File: config.mk
export PLATFORM = sky130hd
export DESIGN_NAME = nv_nvdla_mcif_write_eg_cpl
export DESIGN_NICKNAME = d
export VERILOG_FILES = /design/src/rtl/mcif_wr_cpl_pkg.sv /design/src/rtl/mcif_wr_cpl_tq.sv /design/src/rtl/nv_nvdla_mcif_write_eg_cpl.sv
export SDC_FILE = /design/constraint.sdc
export NUM_CORES = 1
export LEC_CHECK = 0
export CAP_MARGIN = 20
export CORE_AREA = 3 3 215 217
export DETAILED_ROUTE_END_ITERATION = 7
export DIE_AREA = 0 0 218 220
export SETUP_SLACK_MARGIN = 0.02
export SLEW_MARGIN = 20
export SYNTH_ARGS = -nofsm -noshare
export SYNTH_HDL_FRONTEND = slang
export SYNTH_SLANG_ARGS = --single-unit
File: constraint.sdc
create_clock -name nvdla_core_clk -period 5.2 [get_ports nvdla_core_clk]
set_input_delay 1.56 -clock nvdla_core_clk [delete_from_list [all_inputs] [get_ports nvdla_core_clk]]
set_output_delay 1.56 -clock nvdla_core_clk [all_outputs]
set_load 0.01 [all_outputs]
File: src/rtl/mcif_wr_cpl_pkg.sv
// Shared types and constants for the MCIF write-completion tracker.
package mcif_wr_cpl_pkg;
   localparam int THREAD_ID_W   = 3;
   localparam int MAX_THREADS   = 8;
   localparam int CQ_PD_W       = 3;
   localparam int CQ_PD_ACK_BIT = 0;
   localparam int CQ_PD_LEN_LSB = 1;
   localparam int CQ_PD_LEN_MSB = 2;

   typedef struct packed {
      logic [1:0] len;
      logic       require_ack;
   } cpl_ctx_t;

   function automatic cpl_ctx_t pd_to_ctx(input logic [CQ_PD_W-1:0] pd);
      cpl_ctx_t ctx;
      ctx.len         = pd[CQ_PD_LEN_MSB:CQ_PD_LEN_LSB];
      ctx.require_ack = pd[CQ_PD_ACK_BIT];
      return ctx;
   endfunction
endpackage

File: src/rtl/mcif_wr_cpl_tq.sv
// Single-thread context FIFO with occupancy count, full/empty and push/pop.
module mcif_wr_cpl_tq
   import mcif_wr_cpl_pkg::*;
#(
   parameter int DEPTH = 16
) (
   input  logic     i_clk,
   input  logic     i_rst,
   input  logic     i_push,
   input  cpl_ctx_t i_push_ctx,
   input  logic     i_pop,
   output cpl_ctx_t o_head,
   output logic     o_full,
   output logic     o_empty
);
   localparam int AW = $clog2(DEPTH);

   cpl_ctx_t       r_mem [DEPTH];
   logic [AW-1:0]  r_wr_ptr;
   logic [AW-1:0]  r_rd_ptr;
   logic [AW:0]    r_count;
   logic           w_do_push;
   logic           w_do_pop;

   assign o_full    = (r_count == (AW+1)'(DEPTH));
   assign o_empty   = (r_count == {(AW+1){1'b0}});
   assign w_do_push = i_push && !o_full;
   assign w_do_pop  = i_pop && !o_empty;
   assign o_head    = r_mem[r_rd_ptr];

   // Storage needs no reset: only entries below the count are ever read.
   always_ff @(posedge i_clk) begin
      if (w_do_push) begin
         r_mem[r_wr_ptr] <= i_push_ctx;
      end
   end

   always_ff @(posedge i_clk) begin
      if (i_rst) begin
         r_wr_ptr <= {AW{1'b0}};
         r_rd_ptr <= {AW{1'b0}};
         r_count  <= {(AW+1){1'b0}};
      end else begin
         if (w_do_push) begin
            r_wr_ptr <= r_wr_ptr + AW'(1);
         end
         if (w_do_pop) begin
            r_rd_ptr <= r_rd_ptr + AW'(1);
         end
         case ({w_do_push, w_do_pop})
            2'b10:   r_count <= r_count + (AW+1)'(1);
            2'b01:   r_count <= r_count - (AW+1)'(1);
            default: r_count <= r_count;
         endcase
      end
   end
endmodule

File: src/rtl/nv_nvdla_mcif_write_eg_cpl.sv
// MCIF write egress completion tracker: per-thread context queues retired by AXI B.
// Optional sticky protocol-error flag cpl_err under MCIF_WR_CPL_ERR_CHK_EN.
module nv_nvdla_mcif_write_eg_cpl
   import mcif_wr_cpl_pkg::*;
#(
   parameter int NUM_THREADS = 5,
   parameter int CQ_DEPTH    = 16
) (
   input  logic                   nvdla_core_clk,
   input  logic                   nvdla_core_rst,
   input  logic                   cq_wr_pvld,
   output logic                   cq_wr_prdy,
   input  logic [2:0]             cq_wr_thread_id,
   input  logic [2:0]             cq_wr_pd,
   input  logic                   noc2mcif_axi_b_bvalid,
   output logic                   noc2mcif_axi_b_bready,
   input  logic [7:0]             noc2mcif_axi_b_bid,
   output logic                   eg2ig_axi_vld,
   output logic [1:0]             eg2ig_axi_len,
   output logic [NUM_THREADS-1:0] mcif2client_wr_rsp_complete
`ifdef MCIF_WR_CPL_ERR_CHK_EN
   ,
   output logic                   cpl_err
`endif
);
   logic [MAX_THREADS-1:0]  w_full;
   logic [MAX_THREADS-1:0]  w_empty;
   cpl_ctx_t                w_head [MAX_THREADS];
   logic [NUM_THREADS-1:0]  w_cpl_nxt;
   logic [2:0]              w_b_tid;
   logic                    w_push_fire;
   logic                    w_pop_ok;
   cpl_ctx_t                w_pop_head;
   logic                    w_unused_bid;
   logic                    r_vld;
   logic [1:0]              r_len;
   logic [NUM_THREADS-1:0]  r_cpl;

   assign noc2mcif_axi_b_bready = 1'b1;
   assign w_unused_bid          = ^noc2mcif_axi_b_bid[7:3];
   assign w_b_tid               = noc2mcif_axi_b_bid[THREAD_ID_W-1:0];

   // Unused thread slots read as never-full and always-empty, so out-of-range
   // pushes are accepted and out-of-range B beats never pop.
   assign cq_wr_prdy  = !w_full[cq_wr_thread_id];
   assign w_push_fire = cq_wr_pvld && cq_wr_prdy;
   assign w_pop_ok    = noc2mcif_axi_b_bvalid && !w_empty[w_b_tid];
   assign w_pop_head  = w_head[w_b_tid];

   for (genvar t = 0; t < MAX_THREADS; t++) begin : g_thr
      if (t < NUM_THREADS) begin : g_q
         mcif_wr_cpl_tq #(.DEPTH(CQ_DEPTH)) u_tq (
            .i_clk      (nvdla_core_clk),
            .i_rst      (nvdla_core_rst),
            .i_push     (w_push_fire && (cq_wr_thread_id == 3'(t))),
            .i_push_ctx (pd_to_ctx(cq_wr_pd)),
            .i_pop      (w_pop_ok && (w_b_tid == 3'(t))),
            .o_head     (w_head[t]),
            .o_full     (w_full[t]),
            .o_empty    (w_empty[t])
         );
      end else begin : g_pad
         assign w_full[t]  = 1'b0;
         assign w_empty[t] = 1'b1;
         assign w_head[t]  = cpl_ctx_t'(3'b000);
      end
   end

   always_comb begin
      w_cpl_nxt = {NUM_THREADS{1'b0}};
      if (w_pop_ok && w_pop_head.require_ack) begin
         w_cpl_nxt = NUM_THREADS'(1) << w_b_tid;
      end else begin
         w_cpl_nxt = {NUM_THREADS{1'b0}};
      end
   end

   always_ff @(posedge nvdla_core_clk) begin
      if (nvdla_core_rst) begin
         r_vld <= 1'b0;
         r_len <= 2'b00;
         r_cpl <= {NUM_THREADS{1'b0}};
      end else begin
         r_vld <= w_pop_ok;
         r_cpl <= w_cpl_nxt;
         if (w_pop_ok) begin
            r_len <= w_pop_head.len;
         end
      end
   end

   assign eg2ig_axi_vld               = r_vld;
   assign eg2ig_axi_len               = r_len;
   assign mcif2client_wr_rsp_complete = r_cpl;

`ifdef MCIF_WR_CPL_ERR_CHK_EN
   logic w_unexp;
   logic r_err;

   assign w_unexp = (noc2mcif_axi_b_bvalid && w_empty[w_b_tid])
                 || (w_push_fire && (32'(cq_wr_thread_id) >= NUM_THREADS));

   always_ff @(posedge nvdla_core_clk) begin
      if (nvdla_core_rst) begin
         r_err <= 1'b0;
      end else if (w_unexp) begin
         r_err <= 1'b1;
      end
   end

   assign cpl_err = r_err;
`endif
endmodule

* After elaboration in Yosys (flattened, before gate mapping)
Memory sizes are Yosys's and may differ from the RTL's. A register that Yosys moved wholly into a read port is not among the register bits.
Index checks and enable logic that the tools add are counted.
** Storage, ports and cells
- Register bits :: 73
- Bits in writable memories :: 240
- Bits of input ports :: 18
- Output and inout bits :: 10
- Memories :: 5
** Cells by class
- Add/sub/neg operators :: 20
- $lt $le $gt $ge :: 3
- Equality and inequality tests :: 23
- Shifts and indexed selects :: 1
- Muxes and demuxes :: 32
- Bitwise logic cells :: 2
- Reductions and logical operators :: 48
** Memory list
- g_thr[0].g_q.u_tq.r_mem :: words 16, bits a word 3, rd ports 1, clocked after memory_dff 1, wr ports 1, RTL line mcif_wr_cpl_tq.sv:18 : cpl_ctx_t r_mem [DEPTH];
- g_thr[1].g_q.u_tq.r_mem :: words 16, bits a word 3, rd ports 1, clocked after memory_dff 1, wr ports 1, RTL line mcif_wr_cpl_tq.sv:18
- g_thr[2].g_q.u_tq.r_mem :: words 16, bits a word 3, rd ports 1, clocked after memory_dff 1, wr ports 1, RTL line mcif_wr_cpl_tq.sv:18
- g_thr[3].g_q.u_tq.r_mem :: words 16, bits a word 3, rd ports 1, clocked after memory_dff 1, wr ports 1, RTL line mcif_wr_cpl_tq.sv:18
- g_thr[4].g_q.u_tq.r_mem :: words 16, bits a word 3, rd ports 1, clocked after memory_dff 1, wr ports 1, RTL line mcif_wr_cpl_tq.sv:18
** Operators by type and width (count)
- $pmux 5 s2 :: 5
- $add 4x1->4 const B :: 10
- $mux 4 :: 10
- $add 5x1->5 const B :: 5
- $eq 5x5->1 const B :: 5
- $logic_not 5->1 :: 5
- $sub 5x1->5 const B :: 5
- $logic_and 1x1->1 :: 23
- $eq 3x2->1 const B :: 4
- $logic_not 1->1 :: 12
- $mux 1 :: 12
- $eq 2x1->1 const B :: 5
- $eq 2x2->1 const B :: 5
- $reduce_bool 2->1 :: 5
- $bmux 3 s3 :: 1
- $lt 3x4->1 const B :: 2
- $bmux 1 s3 :: 2
- $eq 3x1->1 const B :: 2
- $eq 3x3->1 const B :: 2
- $logic_not 3->1 :: 2
- $mux 3 :: 2
- $shl 1x3->5 const A :: 1
- $ge 4x4->1 const B :: 1
- $not 3->4 :: 1
- other kinds (2) :: 2

* Logic depth before layout (Yosys ltp)
Gate-level depths: netlist of run 1.
- Word-level depth :: 9
- Mapped depth :: 16

* By module
A second synthesis of run 1 with hierarchy kept.
** Unflattened totals
- Cells, all modules :: 1081
- Area total of the unflattened synthesis :: 15051.9 sq um
** By module, submodules not included
- mcif_wr_cpl_tq at g_thr[0].g_q.u_tq ... :: instances 4, cells an instance 207, area an instance 2912.8 sq um
- mcif_wr_cpl_tq at g_thr[4].g_q.u_tq :: instances 1, cells an instance 184, area an instance 2758.9 sq um
- nv_nvdla_mcif_write_eg_cpl :: instances 1, cells an instance 69, area an instance 641.9 sq um

* Least setup slack after synthesis of run 1
Ideal clock, no wire load.
- Path type :: input -> register
- Start :: input noc2mcif_axi_b_bid[0]
- End :: register g_thr[2].g_q.u_tq.r_count[4]
- Arrival time :: 4435 ps
- Required time :: 5130 ps
- Slack :: 694 ps
- Cell stages on the path :: 16
- Path buffers :: 2
- Cell sequence :: clkbuf_1 -> nor2_1 -> nand2_1 -> a211oi_2 -> o21ai_1 -> inv_1 -> ha_1 -> clkbuf_1 -> xor2_1 -> ha_1 -> a21oi_1 -> o21bai_1 -> a22oi_1 -> o221a_2 -> or3_1 -> a21oi_1
** On the way
- Word-level cells in the longest chain between the ends :: 8
** Ends and longest elaborated chain
- from (decl) :: RTL line nv_nvdla_mcif_write_eg_cpl.sv:17 : input logic [7:0] noc2mcif_axi_b_bid,
- $bmux 1 s3 :: RTL line nv_nvdla_mcif_write_eg_cpl.sv:47 : assign w_pop_ok = noc2mcif_axi_b_bvalid && !w_empty[w_b_tid];
- $mux 1 (implied by the code) :: RTL line nv_nvdla_mcif_write_eg_cpl.sv:47
- $logic_not 1->1 :: RTL line nv_nvdla_mcif_write_eg_cpl.sv:47
- $logic_and 1x1->1 :: RTL line nv_nvdla_mcif_write_eg_cpl.sv:47
- $logic_and 1x1->1 (*) :: RTL line nv_nvdla_mcif_write_eg_cpl.sv:57 : .i_pop (w_pop_ok && (w_b_tid == 3'(t))),
- $logic_and 1x1->1 (*) :: RTL line mcif_wr_cpl_tq.sv:28 : assign w_do_pop = i_pop && !o_empty;
- $eq 2x1->1 / $eq 2x2->1 (equally long branches) :: RTL line mcif_wr_cpl_tq.sv:50 : case ({w_do_push, w_do_pop})
- $pmux 5 s2 / $reduce_bool 2->1 (equally long branches)
- to (signal assigned) :: RTL line mcif_wr_cpl_tq.sv:51 : 2'b10: r_count <= r_count + (AW+1)'(1);
- to (signal assigned) :: RTL line mcif_wr_cpl_tq.sv:52 : 2'b01: r_count <= r_count - (AW+1)'(1);
- to (signal assigned) :: RTL line mcif_wr_cpl_tq.sv:53 : default: r_count <= r_count;
- to (decl) :: RTL line mcif_wr_cpl_tq.sv:21 : logic [AW:0] r_count;
Every way passes the cells marked *; elsewhere a longest branch is shown, timed or not. The select of a mux whose other input is x is not followed.
A chain may end at the register's enable or synchronous reset.

* Final worst setup path of run 1
- Start :: input cq_wr_thread_id[1]
- End :: output cq_wr_prdy
** On the way
- Word-level cells in the longest chain between the ends :: 3
** Ends and longest elaborated chain
- from (decl) :: RTL line nv_nvdla_mcif_write_eg_cpl.sv:13 : input logic [2:0] cq_wr_thread_id,
- $bmux 1 s3 :: RTL line nv_nvdla_mcif_write_eg_cpl.sv:45 : assign cq_wr_prdy = !w_full[cq_wr_thread_id];
- $mux 1 (implied by the code) :: RTL line nv_nvdla_mcif_write_eg_cpl.sv:45
- $logic_not 1->1 :: RTL line nv_nvdla_mcif_write_eg_cpl.sv:45
- to (decl) :: RTL line nv_nvdla_mcif_write_eg_cpl.sv:12 : output logic cq_wr_prdy,
No other way between the ends. The select of a mux whose other input is x is not followed.

==> summary.txt, run 1 <==
STA
  • Fmax: 203 MHz
  • Slew @ Worst Pin: about 0.86 ns
  • Fin crit share: 94.6%
  • Fin. max-slew vios: 0
  • RSZ-0062 raised after global routing: no
  • Clock Skew: about 0.019 ns
  • Setup violations, final: 0
  • Worst relative slew slack: a little over two fifths
  • Fin Setup TNS: 0 ns
  • Tmin final: 4.92 ns
  • Hold Vio Cnt, Final: 0

Status
  • Status: completed

Layout
  • Fill count: between 4000 and 5000
  • Share of layout cells above drive strength 1: around an eighth
  • Synthesis-to-finish area growth: 15.0%
  • Post-route cell area: approximately 0.016 mm²
  • Diode count: 0
  • Final nets: ~1100

Clocking
  • Number of CTS-inserted buffers: 38
  • CTS Hold Buffers Added: 0
  • Post-CTS Setup Bufs: 0
  • CTS tree: yes
  • Root Driver: clkbuf_16
  • Bufs on Longest Clock Path: 3
  • Latest clock arrival within the worst-skew pair: 0.52 ns
  • Clk pin slew, worst setup/hold paths: 0.05 ns
  • CTS Sinks: between 300 and 400
  • Post-CTS sizing: 0
  • H-Tree Depth: 2

Synthesis
  • Seq cells post-synth: ~330
  • Mapped Cells: between 1000 and 1500
  • Main synth FF type: edfxtp_1
  • Synth cell types: 63
  • Synth Area per Inst: between 10 and 15 µm²
  • Synthesis Warnings: 0
  • Net Count, Synth: between 1000 and 1500
  • EDFF count, synth: 240
  • Seq/Total Area, Yosys: between 60 and 70%
  • Synth Cell Area: 0.0142 mm²
  • Ys async rst share: 0%

Placement
  • Placement Cell Area: 0.0151 mm²
  • GP Congestion: roughly 0.78
  • Dpl hpwl: roughly 19 mm
  • I/O Buffers: 21

Power
  • Maximum vdd drop: around 200 µV
  • Power consumption: around 0.0056 W
  • PD cells: 342 mW/mm²
  • Leakage: ~5.4 nW

Detailed routing
  • Antenna viol nets, final: 0
  • Drt first pass iters: 5
  • Vias/cell: about 4.8
  • DRT Wirelength: 28.3 mm
  • DR WL/cell: between 15 and 20 µm
  • DR iter-0 viols: 636
  • Drc violations: 0
  • Vias: 8167

Worst setup path
  • Worst endpoint required time: around 3.6 ns
  • Critical path endpoint category: output port
  • Worst setup SP type: input pin
  • CP Max Fanout: 4
  • Crit path kind: in -> out
  • Arr. time, crit path: approximately 3.4 ns

Floorplanning
  • Die width: around 220 µm
  • Total core area: between 0.04 and 0.05 mm²
  • Starting density of the core: about a third
  • Die Ht: 220 µm
  • # IOs: 28
  • Die footprint: 0.0480 mm²
  • Cell row count: 77

Worst hold path
  • Hold Path Class: reg -> reg

Global route
  • Initial antenna violation count: 1
  • Largest net degree at the start of global routing: between 50 and 60
  • Total Routing Usage GR: roughly an eighth
  • First-pass GRT wire length: between 40 and 50 mm
  • Total congestion overflow: 0
  • Vias in the first global route: around 8300

Job
  • # Max-Cap Violations: 0
[sequential cells by signal, indices dropped and copies added (netlist names), named ones only]
register	count
eg2ig_axi_vld	1
g_thr.g_q.u_tq.r_rd_ptr	20
g_thr.g_q.u_tq.r_count	25
eg2ig_axi_len	2
g_thr.g_q.u_tq.r_wr_ptr	20
g_thr.g_q.u_tq.r_mem	240
mcif2client_wr_rsp_complete	5
[Yosys cell counts, types with 3 or more instances]
cell | number | area, µm²
a221oi_1 | 3 | 26.3
nor3_1 | 29 | 145
xor2_1 | 36 | 315
o211ai_1 | 3 | 22.5
and3_1 | 6 | 37.5
inv_1 | 35 | 131
nor3b_1 | 5 | 37.5
nand4_1 | 10 | 62.6
xnor2_1 | 17 | 149
nor2_1 | 119 | 447
a311oi_1 | 3 | 26.3
buf_1 | 7 | 26.3
nand2b_1 | 12 | 75.1
clkbuf_1 | 36 | 135
buf_2 | 7 | 35.0
and2_1 | 9 | 56.3
edfxtp_1 | 240 | 7210
o21ai_0 | 13 | 65.1
mux4_2 | 49 | 1100
ha_1 | 41 | 513
mux2i_1 | 46 | 460
nor2b_1 | 14 | 87.6
dfxtp_1 | 93 | 1860
nand3_1 | 25 | 125
a21oi_1 | 30 | 150
or3_1 | 10 | 62.6
a21o_1 | 4 | 30.0
a31oi_1 | 5 | 31.3
nor4_1 | 15 | 93.8
a22oi_1 | 21 | 158
nand2_1 | 47 | 176
o22ai_1 | 5 | 31.3
o21ai_1 | 3 | 15.0
[metrics by stage]
step	setup slack, ns	util [%]	hold slack, ns	instances
after floorplan	0.694	-	0.472	1037
after global placement	0.281	34.0	0.484	1616
after detailed placement	0.319	34.0	0.496	1616
after CTS	0.295	36.9	0.510	1686
after global routing	0.236	36.9	0.534	1686
final	0.282	36.9	0.510	1686
[cell type report]
class / count / area [µm²] / area share, %
inverters: 37 / 139 / 0.849
multi-input cells: 614 / 4810 / 29.4
clock buffers: 54 / 1160 / 7.06
clock inverters: 16 / 118 / 0.719
well taps: 592 / 741 / 4.53
repair buffers: 40 / 335 / 2.05
flip-flops and latches: 333 / 9070 / 55.4
[cells in the final DEF (no fill, tap or decap), types with 6 or more instances in the layout]
cell type,synthesis,final
xnor2_1,17,17
nand3_1,25,25
edfxtp_1,240,240
or3_1,10,10
mux4_2,49,49
xor2_1,36,36
a21oi_1,30,30
clkdlybuf4s50_1,0,17
and2_1,9,9
inv_1,35,35
nor4_1,15,15
nand4_1,10,10
nor3_1,29,29
clkinv_2,0,7
clkbuf_8,0,6
nand2b_1,12,12
clkbuf_1,36,6
o21ai_0,13,13
buf_4,2,20
nor2_1,119,119
dfxtp_1,93,91
and3_1,6,6
ha_1,41,41
nand2_1,47,47
clkbuf_16,0,42
nor2b_1,14,14
mux2i_1,46,46
a22oi_1,21,21
[per-layer routing]
layer | up-vias | track usage (%) | wire length, µm
met4 | 2 | 3.02 | 475
li1 | 3923 | - | -
met1 | 4056 | 16.4 | 13400
met5 | - | 0 | 13
met3 | 41 | 2.30 | 1220
met2 | 145 | 19.5 | 13200
[cell families after synthesis]
kind of cell,after synthesis,share of synthesized area [%]
other,1,0.0263
and+or+nand+nor,311,10.5
buffers and inverters,90,2.54
xor gates and xnor gates,53,3.26
AOI/OAI and AO/OA,113,5.38
muxes,95,11.0
DFF,333,63.7
adders and majority gates,41,3.60
[path summary, 6_finish.rpt]
check	startpoint	to	slack, ns	depth (start not counted)
setup / recovery	cq_wr_thread_id[1]	cq_wr_prdy	0.28	7
hold / removal	g_thr[1].g_q.u_tq.r_count[4]$_SDFFE_PP0P_	g_thr[1].g_q.u_tq.r_count[4]$_SDFFE_PP0P_	0.51	2
hold reg to reg	g_thr[1].g_q.u_tq.r_count[4]$_SDFFE_PP0P_	g_thr[1].g_q.u_tq.r_count[4]$_SDFFE_PP0P_	0.51	2
setup reg to reg	g_thr[0].g_q.u_tq.r_count[1]$_SDFFE_PP0P_	g_thr[2].g_q.u_tq.r_count[4]$_SDFFE_PP0P_	1.60	14
[critical path, stage by stage]
cell	delay (ns)
clkdlybuf4s50_1	0.59
nor2_1	0.08
a31oi_1	0.22
o21ai_0	0.11
o21ai_0	0.10
buf_4	0.15
clkdlybuf4s50_1	0.54
[where the power goes]
part	total [W]	leakage, nW	switching (W)	internal (W)
registers	0.00286	2.91	0.00000837	0.00285
logic	0.000125	1.85	0.0000864	0.0000390
clock network	0.00262	0.621	0.00102	0.00160
(Power assumes the default switching activity.)
==> run 2, diff against run 1 <==
--- a/config.mk
+++ b/config.mk
@@ -5,7 +5,6 @@
 export SDC_FILE = /design/constraint.sdc
 export NUM_CORES = 1
 export LEC_CHECK = 0
-export CAP_MARGIN = 20
 export CORE_AREA = 3 3 215 217
 export DETAILED_ROUTE_END_ITERATION = 7
 export DIE_AREA = 0 0 218 220
==> results of run 2 <==
No change in the layout: final DEF, timing and power equal those of run 1.
